--- config.mk ---
export PLATFORM = sky130hd
export DESIGN_NAME = seg7_scan_driver
export DESIGN_NICKNAME = d
export VERILOG_FILES = /design/src/rtl/seg7_scan_driver.sv
export SDC_FILE = /design/constraint.sdc
export NUM_CORES = 1
export LEC_CHECK = 0
export ABC_AREA = 1
export BUFFER_PORTS_ARGS = -buffer_cell sky130_fd_sc_hd__buf_2
export CAP_MARGIN = 20
export CORE_UTILIZATION = 40
export CTS_CLUSTER_SIZE = 20
export DETAILED_ROUTE_END_ITERATION = 12
export PLACE_DENSITY = 0.71
export SLEW_MARGIN = 20
export SYNTH_ARGS = -nofsm -noshare
export SYNTH_HDL_FRONTEND = slang
export SYNTH_SLANG_ARGS = --single-unit
--- constraint.sdc ---
create_clock -name clk -period 3.44 [get_ports clk]
set_clock_uncertainty 0.15 [all_clocks]
set_input_delay 1.032 -clock clk [delete_from_list [all_inputs] [get_ports clk]]
set_output_delay 1.032 -clock clk [all_outputs]
set_load 0.005 [all_outputs]
--- src/rtl/seg7_scan_driver.sv ---
// seg7_scan_driver: multiplexed seven-segment display scanner.
// Shows one digit at a time for DWELL_CYCLES. Each dwell opens with a dark
// guard of BLANK_CYCLES, and brightness is set by a 4-bit PWM. The display
// inputs are captured once per frame, so a single frame never mixes old and
// new values. Leading zeros can be suppressed.
module seg7_scan_driver #(
    parameter int NUM_DIGITS     = 4,
    parameter int DWELL_CYCLES   = 50000,
    parameter int BLANK_CYCLES   = 500,
    parameter bit SEG_ACTIVE_LOW = 1'b1,
    parameter bit EN_ACTIVE_LOW  = 1'b1
) (
    input  logic                    clk,
    input  logic                    reset,
    input  logic [4*NUM_DIGITS-1:0] value,
    input  logic [NUM_DIGITS-1:0]   dp_in,
    input  logic                    lz_suppress,
    input  logic [3:0]              brightness,
    output logic [6:0]              seven_segment,
    output logic                    dp,
    output logic [NUM_DIGITS-1:0]   enable,
    output logic                    frame_tick
);

    localparam int DW = (DWELL_CYCLES > 1) ? $clog2(DWELL_CYCLES) : 1;
    localparam int IW = (NUM_DIGITS > 1) ? $clog2(NUM_DIGITS) : 1;

    localparam logic [DW-1:0] DWELL_LAST = DW'(DWELL_CYCLES - 1);
    localparam logic [DW-1:0] BLANK_VAL  = DW'(BLANK_CYCLES);
    localparam logic [DW-1:0] DW_ONE     = DW'(1);
    localparam logic [IW-1:0] DIGIT_LAST = IW'(NUM_DIGITS - 1);
    localparam logic [IW-1:0] IW_ONE     = IW'(1);

    localparam logic [NUM_DIGITS-1:0] ONE_N  = NUM_DIGITS'(1);
    localparam logic [6:0]            SEG_POL = SEG_ACTIVE_LOW ? 7'h7F : 7'h00;
    localparam logic                  DP_POL  = SEG_ACTIVE_LOW;
    localparam logic [NUM_DIGITS-1:0] EN_POL  = EN_ACTIVE_LOW ? '1 : '0;

    logic [DW-1:0]           dwell_cnt;
    logic [IW-1:0]           digit_idx;
    logic [3:0]              pwm_cnt;
    logic [4*NUM_DIGITS-1:0] snap_value;
    logic [NUM_DIGITS-1:0]   snap_dp;
    logic                    snap_lz;

    logic                    dwell_last;
    logic                    digit_last;
    logic                    frame_end;
    logic [NUM_DIGITS-1:0]   supp;
    logic [3:0]              cur_nib;
    logic                    cur_dp;
    logic                    cur_supp;
    logic                    lit;

    function automatic logic [6:0] hex_decode(input logic [3:0] nib);
        logic [6:0] s;
        case (nib)
            4'h0: s = 7'b1111110;
            4'h1: s = 7'b0110000;
            4'h2: s = 7'b1101101;
            4'h3: s = 7'b1111001;
            4'h4: s = 7'b0110011;
            4'h5: s = 7'b1011011;
            4'h6: s = 7'b1011111;
            4'h7: s = 7'b1110000;
            4'h8: s = 7'b1111111;
            4'h9: s = 7'b1111011;
            4'hA: s = 7'b1110111;
            4'hB: s = 7'b0011111;
            4'hC: s = 7'b1001110;
            4'hD: s = 7'b0111101;
            4'hE: s = 7'b1001111;
            default: s = 7'b1000111;
        endcase
        return s;
    endfunction

    assign dwell_last = (dwell_cnt == DWELL_LAST);
    assign digit_last = (digit_idx == DIGIT_LAST);
    assign frame_end  = dwell_last && digit_last;

    // Dwell timer, digit pointer and free-running PWM phase.
    always_ff @(posedge clk) begin
        if (reset) begin
            dwell_cnt <= '0;
            digit_idx <= '0;
            pwm_cnt   <= 4'd0;
        end else begin
            pwm_cnt <= pwm_cnt + 4'd1;
            if (dwell_last) begin
                dwell_cnt <= '0;
                digit_idx <= digit_last ? '0 : digit_idx + IW_ONE;
            end else begin
                dwell_cnt <= dwell_cnt + DW_ONE;
            end
        end
    end

    // Capture the display inputs at the last cycle of each frame.
    always_ff @(posedge clk) begin
        if (reset) begin
            snap_value <= '0;
            snap_dp    <= '0;
            snap_lz    <= 1'b0;
            frame_tick <= 1'b0;
        end else begin
            frame_tick <= frame_end;
            if (frame_end) begin
                snap_value <= value;
                snap_dp    <= dp_in;
                snap_lz    <= lz_suppress;
            end
        end
    end

    // A digit is a leading zero when it and every digit above it are zero.
    // Digit 0 is never suppressed, so a zero value still shows one "0".
    always_comb begin
        logic run_zero;
        supp     = '0;
        run_zero = 1'b1;
        for (int i = NUM_DIGITS - 1; i >= 1; i--) begin
            run_zero = run_zero && (snap_value[4*i +: 4] == 4'd0);
            supp[i]  = snap_lz && run_zero;
        end
    end

    // Select the snapshot fields for the digit currently being scanned.
    always_comb begin
        cur_nib  = 4'd0;
        cur_dp   = 1'b0;
        cur_supp = 1'b0;
        for (int i = 0; i < NUM_DIGITS; i++) begin
            if (digit_idx == IW'(i)) begin
                cur_nib  = snap_value[4*i +: 4];
                cur_dp   = snap_dp[i];
                cur_supp = supp[i];
            end
        end
    end

    assign lit = (dwell_cnt >= BLANK_VAL)
              && ((brightness == 4'hF) || (pwm_cnt < brightness))
              && !cur_supp;

    // Registered pin drive. At most one enable is active, and none during the guard.
    always_ff @(posedge clk) begin
        if (reset) begin
            seven_segment <= SEG_POL;
            dp            <= DP_POL;
            enable        <= EN_POL;
        end else if (lit) begin
            seven_segment <= hex_decode(cur_nib) ^ SEG_POL;
            dp            <= cur_dp ^ DP_POL;
            enable        <= (ONE_N << digit_idx) ^ EN_POL;
        end else begin
            seven_segment <= SEG_POL;
            dp            <= DP_POL;
            enable        <= EN_POL;
        end
    end

endmodule

==> reports/qor.yml, run 1 <==
outcome:
  status: "finished with violations"
  failed_checks: "DRC"
placed_design:
  hpwl_mm: 4.251
  dpl_cell_area_mm2: 0.002982
  io_buffers: 39
  place_ws_ns: 0.8064
  gp_congestion: 0.8973
clock_network:
  cts_hold_buf: 0
  htree_levels: 2
  post_cts_resized: 0
  cts-root-buf: "clkbuf_8"
  tritoncts: "done"
  cts-buffers-inserted: 5
  cts.sinks: 56
  cts_setup_buffers: 0
  clk_latency_ns: 0.30
  cts.path.max_buffers: 2
  path_clk_slew_ns: 0.10
detailed_routing:
  postRouteWirelength_mm: 5.704
  drc: 6
  dr.first_iter.drc_count: 136
  dr_total_vias: 2462
  via_per_inst: 4.885
  wl_per_cell_um: 11.32
  drtPass1Iterations: 8
  ant_nets: 0
finish:
  final_cell_mix: "nand2_1, dfxtp_1, nand3_1"
  area_growth_pct: 12.60
  layout_commonest_cell: "nand2_1"
  fin_nets: 469
  fillers: 673
  drive_above_1_share: 0.1452
  finalInstanceArea_mm2: 0.003098
  n_antenna_cell: 0
sta:
  hold_viol_final: 0
  whs_ns: 0.3152
  drv_slew: 0
  fin_tns_setup_ns: 0
  finalSetupViolCount: 0
  period_share: 0.7660
  slew_headroom: 0.5566
  rsz0062_at_grt: "no"
  worstMarginPinSlew_ns: 0.6592
  fin_crit_ns: 2.635
  fmax_mhz: 379.5
  layout_setup_ws_ns: 0.8050
floorplanning:
  core_mm2: 0.006495
  fp.dieH_um: 84.94
  die_w_um: 84.94
  dieArea_mm2: 0.007214
  rows: 29
  initial_core_util: 0.4236
  ios: 40
min_path:
  min_from: "dwell_cnt[0]"
  whs_endpoint: "dwell_cnt[0]"
  min_path_cells: 1
  hold_path_class: "reg -> reg"
critical_path:
  crit_path_top_delay_cell: "a21boi_0"
  rrSetupSlack_ns: 0.81
  worst_setup_path_startpoint: "digit_idx[0]"
  cp.arrival_ns: 2.66
  cp_max_fo: 8
  end_kind: "flop"
  startpoint_type: "flop"
  worst_ep_required_time_ns: 3.46
  critical_path_class: "reg -> reg"
  slowest_delay_ns: 0.56
  r2r_start: "digit_idx[0]"
  r2r_cells: 12
  critical_path.cell_chain: "inv_1 -> ha_1 -> inv_1 -> nor2_1 -> nor2_1 -> a21boi_0 -> inv_1 -> ha_1 -> nand2_1 -> nand2_1 -> nand2_1 -> nand3_1"
  rr_endpoint: "seven_segment[3]"
grt:
  grt_antenna_before_repair: 0
  grt_first_pass_wirelength_mm: 10.07
  grt_pass1_vias: 2338
  grt.total_usage: 0.1702
  grt_max_degree: 23
  gr-total-overflow: 0
logic_synthesis:
  synth-edff-count: 0
  synth_area_mm2: 0.002751
  ys_seq_area_frac: 0.4075
  yosysTopAreaCellShare: 0.4075
  dominantRegCellSynth: "dfxtp_1"
  yosysTopAreaCell: "dfxtp_1"
  avgSynthCellArea_um2: 7.037
  syn_nets: 434
  ys_types: 29
  synthArstFlopShare: 0
  ys_warn_count: 0
  ys_ff_latch: 56
  syn_inst: 391
  synth.top_cells.by_area: "dfxtp_1, nand2_1, nand3_1"
pwr:
  leakagePower_nw: 1.361
  power.density_mw_per_mm2: 366.9
  peakVddDrop_v: 0.0001802
flow_run:
  cap_violations: 0
[worst max path at each step]
| stage | end | slack, ns | depth (start not counted) |
|---|---|---|---|
| 3_3_place_gp | seven_segment[5] | 0.87 | 9 |
| 6_report | seven_segment[3] | 0.81 | 12 |
| 3_5_place_dp | seven_segment[1] | 0.81 | 12 |
| 2_1_floorplan | seven_segment[3] | 1.21 | 12 |
| 5_1_grt | seven_segment[1] | 0.38 | 12 |
| 4_1_cts | seven_segment[1] | 0.77 | 12 |
[through the flow]
| stage | utilization | instances | power [mW] |
|---|---|---|---|
| after floorplan | - | 391 | 0.6962 |
| after global placement | 0.4591 | 496 | 0.7157 |
| after detailed placement | 0.4591 | 496 | 0.7177 |
| after CTS | 0.4770 | 504 | 1.152 |
| after global routing | 0.4770 | 504 | 1.192 |
| final | 0.4770 | 504 | 1.137 |
[routing by layer]
layer | up-vias | part of all wire | GRT usage
met5 | - | 0 | 0
met1 | 1093 | 0.51 | 0.2269
met4 | 0 | 0.011 | 0.04931
met3 | 5 | 0.040 | 0.02724
li1 | 1312 | - | -
met2 | 52 | 0.44 | 0.2853
[cells in the mapped netlist, types with 2 or more instances]
master and n:
nand3_1 49, nand2_1 122, xor2_1 2, nor3_1 8
clkbuf_1 3, nand3b_1 2, ha_1 16, nor3b_1 2
inv_1 36, nor2_1 33, a21oi_1 24, o21ai_0 4
buf_2 4, buf_1 2, nand4_1 2, inv_2 7
nor4_1 4, nor2_2 2, buf_6 2, nor2_4 3
dfxtp_1 56
[critical path, delay by kind of cell (launching register included)]
family	cells	cell delay, ns
AO/OA/AOI/OAI	1	0.56
adder cells (fa/ha/maj)	2	0.63
AND/OR/NAND/NOR	6	0.40
buffers and inverters	3	0.40
flip-flops	1	0.35
[cell type report]
class                   count  area, um2  share of cell area
multi-input cells         279       1396              0.4507
flip-flops and latches     56       1121              0.3619
repair buffers             40      202.7             0.06543
inverters                  44      165.2             0.05331
well taps                  77      96.34             0.03110
clock buffers               5      68.82             0.02221
clock inverters             3      47.55             0.01535
[registers in the layout, summed over array words and instances, names as in the netlist]
name / cells
dwell_cnt: 16
enable: 4
frame_tick: 1
seven_segment: 7
dp: 1
snap_lz: 1
pwm_cnt: 4
snap_dp: 4
digit_idx: 2
snap_value: 16
[logic make-up after synthesis]
family	after synthesis	synth area share
XOR/XNOR	3	0.009552
flip-flops	56	0.4075
AND/OR/NAND/NOR	230	0.3688
AO/OA/AOI/OAI	30	0.05639
adder cells (fa/ha/maj)	16	0.07276
buffers and inverters	56	0.08504
[where the power goes]
| part | switching, mW | leakage (nW) | total, mW | internal [mW] |
|---|---|---|---|---|
| logic | 0.0232 | 0.850 | 0.0431 | 0.0199 |
| clock network | 0.215 | 0.0583 | 0.434 | 0.220 |
| registers | 0.00542 | 0.453 | 0.659 | 0.654 |
| total | 0.243 | 1.36 | 1.14 | 0.893 |
(Power assumes the default switching activity.)
==> run 2, diff against run 1 <==
--- a/config.mk
+++ b/config.mk
@@ -5,13 +5,13 @@
 export SDC_FILE = /design/constraint.sdc
 export NUM_CORES = 1
 export LEC_CHECK = 0
-export ABC_AREA = 1
+export ABC_AREA = 0
 export BUFFER_PORTS_ARGS = -buffer_cell sky130_fd_sc_hd__buf_2
 export CAP_MARGIN = 20
 export CORE_UTILIZATION = 40
 export CTS_CLUSTER_SIZE = 20
 export DETAILED_ROUTE_END_ITERATION = 12
-export PLACE_DENSITY = 0.71
+export PLACE_DENSITY = 0.74
 export SLEW_MARGIN = 20
 export SYNTH_ARGS = -nofsm -noshare
 export SYNTH_HDL_FRONTEND = slang
==> constraint.sdc (replaced) <==
create_clock -name clk -period 2.2 [get_ports clk]
set_clock_uncertainty 0.15 [all_clocks]
set_input_delay 0.66 -clock clk [delete_from_list [all_inputs] [get_ports clk]]
set_output_delay 0.66 -clock clk [all_outputs]
set_load 0.005 [all_outputs]
==> reports/qor.yml, run 2 <==
finish:
  area_growth_pct: 24.36
  fillers: 584  # -13%
  drive_above_1_share: 0.3220  # +0.1768
  finalInstanceArea_mm2: 0.003226  # +4.1%
  final_cell_mix: "dfxtp_1, buf_2, buf_4"
  reg_top3: "dwell_cnt (16), snap_value (16), seven_segment (7)"
  layout.area.seq_mm2: 0.001126  # +0.45%
  fin_nets: 365  # -22%
  post-route-util: 0.5291  # +0.05217
  multiInputGateArea_mm2: 0.001446  # +3.6%
  layout_commonest_cell: "dfxtp_1"
  n_antenna_cell: 0  # unchanged
clock_network:
  htree_levels: 2  # unchanged
  cts.path.max_buffers: 2  # unchanged
  clk_latency_ns: 0.30  # about the same
  tritoncts: "done"
  cts.sinks: 56  # unchanged
  cts_hold_buf: 0  # unchanged
  path_clk_slew_ns: 0.10  # about the same
  cts-buffers-inserted: 5  # unchanged
  cts-root-buf: "clkbuf_8"
critical_path:
  rr_endpoint: "seven_segment[6]"
  rrSetupSlack_ns: -0.03  # -0.84 ns
  startpoint_type: "flop"
  r2r_cells: 9  # -3
  end_kind: "flop"
  worst_setup_path_startpoint: "digit_idx[0]"
  cp.arrival_ns: 2.31  # -0.35 ns
  cp_max_fo: 10  # +2
  r2r_start: "digit_idx[0]"
  critical_path_class: "reg -> reg"
  worst_ep_required_time_ns: 2.28  # -1.18 ns
sta:
  layout_setup_ws_ns: -0.03037  # -0.8354 ns
  worstMarginPinSlew_ns: 0.9781  # +0.3190 ns
  period_share: 1.014  # +0.2478
  finalSetupViolCount: 1  # +1
  hold_viol_final: 0  # unchanged
  fmax_mhz: 448.4  # +18%
  drv_slew: 0  # unchanged
  fin_crit_ns: 2.230  # -0.4046 ns
  slew_headroom: 0.3479  # -0.2087
  whs_ns: 0.3223  # +0.007152 ns
  rsz0062_at_grt: "yes"
floorplanning:
  dieArea_mm2: 0.006810  # -5.6%
  initial_core_util: 0.4255  # +0.001875
  rows: 28  # -3.4%
  ios: 40  # unchanged
  fp.dieH_um: 82.53  # -2.8%
  core_mm2: 0.006096  # -6.1%
  die_w_um: 82.53  # -2.8%
logic_synthesis:
  yosysMostFrequentCell: "dfxtp_1"
  synth.top_cells.by_area: "dfxtp_1, ha_1, a22o_1"
  synth_area_mm2: 0.002594  # -5.7%
  synthArstFlopShare: 0  # unchanged
  yosysTopAreaCellShare: 0.4322  # +0.02477
  ys_ff_latch: 56  # unchanged
  synth-edff-count: 0  # unchanged
  ys_seq_area_frac: 0.4322  # +0.02477
  ys_types: 49  # +69%
  syn_inst: 265  # -32%
  ys_warn_count: 0  # unchanged
  syn_nets: 308  # -29%
  avgSynthCellArea_um2: 9.788  # +39%
  dominantRegCellSynth: "dfxtp_1"
  yosysTopAreaCell: "dfxtp_1"
  synth.cells.most_frequent: "dfxtp_1, a22o_1, nor2_1"
detailed_routing:
  wl_met3_um: 175  # -23%
  drc: 0  # -6
  postRouteWirelength_mm: 5.489  # -3.8%
  wl_per_cell_um: 13.79  # +22%
  dr.first_iter.drc_count: 120  # -12%
  dr_total_vias: 2071  # -16%
  top_layer: "met4"
  ant_nets: 0  # unchanged
  m1WireLength_mm: 2.662  # -9.0%
  wl_met2_mm: 2.545  # +2.3%
  via_per_inst: 5.204  # +6.5%
  drtPass1Iterations: 4  # -4
grt:
  gr-total-overflow: 0  # unchanged
  grt_first_pass_wirelength_mm: 8.859  # -12%
  grt_pass1_vias: 1891  # -19%
  grt.total_usage: 0.1710  # +0.0007993
  grt_antenna_before_repair: 0  # unchanged
  grt_max_degree: 23  # unchanged
placed_design:
  hpwl_mm: 3.993  # -6.1%
  io_buffers: 39  # unchanged
  dpl_cell_area_mm2: 0.003012  # +1.0%
  place_ws_ns: -0.07024  # -0.8767 ns
  gp_congestion: 0.8834  # -1.5%
pwr:
  total_power_mw: 1.796  # +58%
  leakagePower_nw: 1.263  # -7.2%
  power.density_mw_per_mm2: 556.9  # +52%
  peakVddDrop_v: 0.0003235  # +79%
flow_run:
  cap_violations: 0  # unchanged
outcome:
  status: "finished with violations"
  failed_checks: "setup timing"
min_path:
  whs_endpoint: "pwm_cnt[0]"
  min_from: "pwm_cnt[0]"
  hold_path_class: "reg -> reg"
  min_path_cells: 1  # unchanged
## run 2: report_power, final
part           switching [mW]  leakage, nW  total (mW)  internal [mW]
Combinational          0.0440        0.754      0.0857         0.0416
Sequential            0.00821        0.454        1.03           1.02
Clock                   0.338       0.0548       0.681          0.343
## run 2: critical path, cell delays in order, from the launching register on
cell,delay [ns]
dfxtp_2,0.36
buf_4,0.14
ha_4,0.19
a211oi_1,0.29
a211oi_2,0.12
buf_4,0.17
buf_4,0.16
nand2b_1,0.18
and3b_1,0.21
o211ai_1,0.19
## run 2: what timing repair did
item                                    in CTS  in global routing
endpoints found under the setup margin       5                  6
pin swaps                                    0                  6
gates resized for setup                      3                 14
gates cloned                                 0                  0
buffers inserted                             0                  1
## run 2: through the flow
stage / setup TNS [ns] / std cells
floorplan: -0.05810 / 265
global placement: 0 / 389
detailed placement: -0.1096 / 389
CTS: 0 / 397
global route: -0.3710 / 398
finish: -0.03037 / 398
## run 2: final cells by class
cell class,count,area share
clock buffer,5,0.02133
inverter,11,0.01280
timing repair buffer,65,0.1249
sequential,56,0.3491
clock inverter,3,0.01435
tap,75,0.02909
multi-input combinational,183,0.4484
## run 2: cells by family after synthesis
logic type / share of synthesized area
buffers and inverters: 0.05499
multiplexers: 0.03232
XOR/XNOR: 0.05065
flip-flops: 0.4322
adder cells (fa/ha/maj): 0.07718
AND/OR/NAND/NOR: 0.1997
AO/OA/AOI/OAI: 0.1529
## run 2: how the worst max path moves through the flow
stage	endpoint	slack, ns
final	seven_segment[6]	-0.03
after global routing	seven_segment[6]	-0.11
after CTS	seven_segment[1]	0.001
after detailed placement	seven_segment[1]	-0.07
after global placement	seven_segment[2]	0.03
after floorplan	seven_segment[0]	-0.04
## run 2: routing by layer
metal  vias up  global-route usage
met5         -                   0
met4         0             0.07069
met3         6             0.03297
met2        39              0.2653
met1       970              0.2310
li1       1056                   -
